**src/rtl/cmp_seq_ctrl.sv**
```systemverilog
// Bit-serial MSB-first compare controller driving a shared registered 1-bit comparator.
// Optional macro CMP_SEQ_EARLY_EXIT_EN finishes on the first decisive gt/ls result.
module cmp_seq_ctrl #(
    parameter int WIDTH   = 8,
    parameter int CMP_LAT = 2
) (
    input  logic             clk,
    input  logic             rst,
    input  logic             start,
    input  logic [WIDTH-1:0] a_in,
    input  logic [WIDTH-1:0] b_in,
    output logic             busy,
    output logic             done,
    output logic             gt,
    output logic             ls,
    output logic             eq,
    output logic             err,
    output logic             cmp_a,
    output logic             cmp_b,
    input  logic             cmp_gt,
    input  logic             cmp_ls,
    input  logic             cmp_eq
);

    localparam int CW = $clog2(WIDTH + 1);

    typedef enum logic {IDLE, RUN} state_t;

    state_t             state, state_nxt;
    logic [WIDTH-1:0]   sh_a, sh_b;
    logic [CW-1:0]      lcnt, scnt;
    logic [CMP_LAT-1:0] tag_p, tag_nxt;
    logic               fnd_gt, fnd_ls, fnd_err;
    logic               fin_gt, fin_ls, fin_err;
    logic               accept, launch, smp_vld, onehot, take, early, complete;

    always_ff @(posedge clk or negedge rst) begin
        if (!rst) state <= IDLE;
        else      state <= state_nxt;
    end

    always_comb begin
        state_nxt = state;
        accept    = 1'b0;
        launch    = 1'b0;
        smp_vld   = 1'b0;
        early     = 1'b0;
        complete  = 1'b0;
        onehot    = ({cmp_gt, cmp_ls, cmp_eq} == 3'b100) ||
                    ({cmp_gt, cmp_ls, cmp_eq} == 3'b010) ||
                    ({cmp_gt, cmp_ls, cmp_eq} == 3'b001);
        case (state)
            IDLE: begin
                if (start) begin
                    accept    = 1'b1;
                    state_nxt = RUN;
                end
            end
            RUN: begin
                smp_vld = tag_p[CMP_LAT-1];
                launch  = (lcnt < CW'(WIDTH));
            end
            default: state_nxt = IDLE;
        endcase
        // Only the first one-hot decisive sample may set the verdict
        take    = smp_vld && onehot && !fnd_gt && !fnd_ls;
        fin_gt  = fnd_gt | (take & cmp_gt);
        fin_ls  = fnd_ls | (take & cmp_ls);
        fin_err = fnd_err | (smp_vld & ~onehot);
`ifdef CMP_SEQ_EARLY_EXIT_EN
        early   = take && !cmp_eq && !fnd_err;
`else
        early   = 1'b0;
`endif
        complete = smp_vld && ((scnt == CW'(WIDTH - 1)) || early);
        if (complete) begin
            launch    = 1'b0;
            state_nxt = IDLE;
        end
        // Flushing the tag pipe on completion keeps stale comparator results untagged
        tag_nxt    = tag_p << 1;
        tag_nxt[0] = accept | launch;
        if (complete) tag_nxt = '0;
    end

    always_ff @(posedge clk or negedge rst) begin
        if (!rst) begin
            sh_a    <= '0;
            sh_b    <= '0;
            lcnt    <= '0;
            scnt    <= '0;
            tag_p   <= '0;
            fnd_gt  <= 1'b0;
            fnd_ls  <= 1'b0;
            fnd_err <= 1'b0;
            cmp_a   <= 1'b0;
            cmp_b   <= 1'b0;
            done    <= 1'b0;
            gt      <= 1'b0;
            ls      <= 1'b0;
            eq      <= 1'b0;
            err     <= 1'b0;
        end else begin
            tag_p <= tag_nxt;
            done  <= complete;
            if (accept) begin
                sh_a    <= a_in << 1;
                sh_b    <= b_in << 1;
                cmp_a   <= a_in[WIDTH-1];
                cmp_b   <= b_in[WIDTH-1];
                lcnt    <= CW'(1);
                scnt    <= '0;
                fnd_gt  <= 1'b0;
                fnd_ls  <= 1'b0;
                fnd_err <= 1'b0;
                gt      <= 1'b0;
                ls      <= 1'b0;
                eq      <= 1'b0;
                err     <= 1'b0;
            end else if (launch) begin
                sh_a  <= sh_a << 1;
                sh_b  <= sh_b << 1;
                cmp_a <= sh_a[WIDTH-1];
                cmp_b <= sh_b[WIDTH-1];
                lcnt  <= lcnt + 1'b1;
            end else begin
                cmp_a <= 1'b0;
                cmp_b <= 1'b0;
            end
            if (smp_vld) begin
                scnt    <= scnt + 1'b1;
                fnd_gt  <= fin_gt;
                fnd_ls  <= fin_ls;
                fnd_err <= fin_err;
            end
            if (complete) begin
                gt  <= fin_gt & ~fin_err;
                ls  <= fin_ls & ~fin_err;
                eq  <= ~fin_gt & ~fin_ls & ~fin_err;
                err <= fin_err;
            end
        end
    end

    assign busy = (state == RUN);

endmodule
```
**config.mk**
```make
export PLATFORM = sky130hd
export DESIGN_NAME = cmp_seq_ctrl
export DESIGN_NICKNAME = d
export VERILOG_FILES = /design/src/rtl/cmp_seq_ctrl.sv
export SDC_FILE = /design/constraint.sdc
export NUM_CORES = 1
export LEC_CHECK = 0
export BUFFER_PORTS_ARGS = -buffer_cell sky130_fd_sc_hd__clkbuf_2
export CAP_MARGIN = 20
export CORE_UTILIZATION = 59
export CTS_CLUSTER_SIZE = 8
export DETAILED_ROUTE_END_ITERATION = 7
export PLACE_DENSITY_LB_ADDON = 0.05
export SLEW_MARGIN = 20
export SYNTH_ARGS = -nofsm -noshare
export SYNTH_HDL_FRONTEND = slang
export SYNTH_SLANG_ARGS = --single-unit
```
**constraint.sdc**
```tcl
create_clock -name clk -period 3.6 [get_ports clk]
set_input_delay 0 -clock clk [delete_from_list [all_inputs] [get_ports clk]]
set_output_delay 0 -clock clk [all_outputs]
set_load 0.05 [all_outputs]
```
==> flow_results.org <==
** Die
- Number of rows in the core area :: 19
- Horizontal die dimension :: around 55 um
- The die covers 0.00307 mm2.
- # IOs :: 30
- Core Footprint :: ~0.0027 mm2
- Die Height :: about 55 um
- Effective utilization at floorplan :: between 60 and 70%

** Placement
- Routability-driven placement finished with a final weighted congestion of just under 0.8.
- Port bufs :: 29
- Post-detail-place hpwl :: 2360 um
- Post-placement cell area :: 0.00181 mm2

** Global routing
- Antenna violations before repair :: 0
- Combined global-route utilization of all metal layers :: approximately 28%
- Entering global routing, the biggest net connects 36 pins.
- Sum of overflow across all layers after global routing :: 0
- First-pass GRT wire length :: between 6000 and 7000 um
- The number of global-route vias before repair was 1496.

** STA
- The worst pin sits at a relative slew slack of between 30% and 40%.
- Clock skew on the completed layout was measured at between 6 and 7 ps.
- RSZ-0062 raised after global routing :: no
- At the pin with the least slew margin, the transition time is just under 1000 ps.
- The clock period could shrink to 1930 ps.
- Count of endpoints failing hold in the final timing report :: 0
- Final sum of negative setup slack :: 0 ps
- Based on the critical path, the design can be clocked at up to 0.518 GHz.
- The max-slew violation total from the final report is 0.
- WHS :: between 80 and 90 ps
- Of the available clock period, the critical path in the final layout requires 53.6%.
- Setup violations remaining at the end of the flow were counted as 0.

** Detailed routing
- In the routed layout, each cell is associated on average with a via count of around 6.1.
- Antenna-violating nets left :: 0
- Detailed-router iteration count before antenna repair :: 4
- Total detailed-routing wirelength :: 3830 um
- The first routing iteration left 69 violations.
- DR vias :: about 1500
- Number of design rule violations left after detail routing :: 0
- After detailed routing, the average wire length per cell comes to 15.4 um.

** Clock network
- Counting the buffers created by CTS gives 5.
- After clock tree synthesis, the setup repair step added 0 buffers.
- Counting every sink on the clock net gives 35.
- The longest clock path from root to sink contains 2 buffers.
- Clock input transition at the sequential cells of the worst setup and hold paths :: approximately 110 ps
- Later-pin clock latency in the skew report :: roughly 340 ps
- # H-tree levels :: 2
- The number of hold buffers added after CTS was 20.
- CTS tree :: built
- Gates resized, CTS repair :: 0
- CTS placed an instance of clkbuf_4 at the clock tree root.

** Cells and area
- The top cell types in the final layout, fill and taps aside, are dfrtp_1 (35), clkbuf_2 (29), dlygate4sd3_1 (20), nor2_1 (18).
- Compared with the post-synthesis result, the final layout area differs by 22.7%.
- Antenna Diode Count :: 0
- Fill cells in the final layout number between 200 and 250.
- Of the cells placed in the final design, the portion with a size suffix greater than 1 is about 19%.
- Net count reported at finish :: 240
- The library cell used most frequently in the layout, excluding fill and tap cells, is dfrtp_1.
- Cell area after layout :: just over 0.002 mm2

** Worst setup path
- Setup crit start kind :: register
- WP data arrival :: 2170 ps
- Setup CP Type :: reg2reg
- For the worst setup path, the data required time is about 3800 ps.
- The worst setup path is captured at a register.
- Of all nets on the critical path, the largest fanout is 25.

** Synth
- Summing the sequential cell areas from Yosys gives 52.0% of the chip area.
- Synthesized area :: ~0.0017 mm2
- The number of nets handed over by synthesis was about 200.
- Synthesis produced a netlist whose cell count is between 150 and 200.
- Unique masters post-synth :: 36
- Each instance of the synthesized netlist takes up on average 9.79 um2.
- The Yosys step of the flow raised 0 warnings.
- In this run, synthesis produced a sequential element count of 35.

** Status
- The run finished with clean final reports.

** Min path
- Class of the most critical hold timing path :: in2reg

** Pwr
- Total power density per cell area :: roughly 670 mW/mm2
- The worst-case IR drop observed on VDD is ~0.55 mV.
- Static Leak :: 0.947 nW

** Flow run
- Across the run, the number of max-cap violations was 0.
-- through the flow --
stage	instances	power, mW	utilization, %	setup WS [ps]
6_report	248	1.38	75.6	1670
5_1_grt	248	1.47	75.6	1540
4_1_cts	248	1.38	75.6	1650
3_5_place_dp	220	1.15	66.2	1670
3_3_place_gp	220	1.13	66.2	1750
2_1_floorplan	172	1.03	-	1850
-- layer usage --
metal | track usage, % | share of wire, % | vias to the layer above
li1 | - | - | 720
met1 | 35.0 | 44 | 736
met2 | 45.4 | 50 | 50
met3 | 7.73 | 5.1 | 4
met4 | 12.5 | 1.6 | 0
met5 | 0 | 0 | -
-- kinds of logic (layout without fill, tap and decap cells) --
kind of cell	Yosys count	in the layout	share of synthesized area (%)
buffers and inverters	18	63	5.05
AOI/OAI and AO/OA	67	67	24.4
muxes	2	2	1.49
and+or+nand+nor	47	47	15.0
adders and majority gates	2	2	1.49
xor gates and xnor gates	1	1	0.520
DFF	35	35	52.0
-- critical path: stages (launching register included) --
cell      delay (ps)
dfrtp_1          530
nand2b_1         650
and2_1           390
mux2_4           250
-- path summary, 6_finish.rpt --
path,start,to,slack (ps),depth (start not counted)
min in group asynchronous,rst,lcnt[2]$_DFFE_PN0P_,280,2
min reg2reg,tag_p[0]$_DFF_PN0_,tag_p[1]$_DFF_PN0_,470,1
max reg2reg,busy$_DFF_PN0_,err$_DFFE_PN0P_,1670,3
min,cmp_eq,fnd_err$_DFFE_PN0P_,80,3
max in group asynchronous,rst,err$_DFFE_PN0P_,2800,2
max,busy$_DFF_PN0_,err$_DFFE_PN0P_,1670,3
-- synth_stat cells --
cell	number	area (um2)
and3b_1	1	8.76
or4_1	1	7.51
o2bb2ai_1	1	8.76
o2111ai_1	2	17.5
o31a_2	1	10.0
or4b_1	1	10.0
a31oi_1	14	87.6
clkbuf_1	6	22.5
inv_1	5	18.8
nor2_1	18	67.6
nand3_4	1	17.5
a21oi_1	17	85.1
nand3_1	5	25.0
mux2_4	1	15.0
dfrtp_1	35	876
a32o_1	2	20.0
nand2_1	7	26.3
o211ai_1	4	30.0
or3_1	1	6.26
a22o_1	2	17.5
buf_4	1	7.51
o21ai_0	17	85.1
o31ai_1	6	45.0
o21ai_1	1	5.00
buf_6	1	11.3
or3b_2	1	8.76
buf_2	5	25.0
ha_1	2	25.0
nor2b_1	2	12.5
nand4b_1	1	8.76
xnor2_1	1	8.76
mux2i_1	1	10.0
and2_1	2	12.5
or2_0	1	6.26
and4b_1	1	10.0
nand2b_1	4	25.0
-- where the power goes --
group | internal, mW | leakage [nW] | total, mW | switching, mW
Clock | 0.0745 | 0.0272 | 0.211 | 0.136
Combinational | 0.202 | 0.472 | 0.532 | 0.330
Sequential | 0.529 | 0.447 | 0.638 | 0.110
Total | 0.805 | 0.947 | 1.38 | 0.576
-- sequential cells by signal, summed over array words and instances, names as in the netlist, 2 cells and up --
| register | count |
|---|---|
| scnt | 4 |
| sh_b | 7 |
| sh_a | 7 |
| tag_p | 2 |
| lcnt | 4 |
-- area by class of cell --
type	instances	area (um2)	area share, %
Sequential cell	35	876	42.4
Multi-Input combinational cell	119	723	35.0
Timing Repair Buffer	50	353	17.1
Tap cell	31	38.8	1.88
Clock buffer	5	37.5	1.82
Clock inverter	3	20.0	0.969
Inverter	5	18.8	0.908
Power figures use the tool's default switching activity.
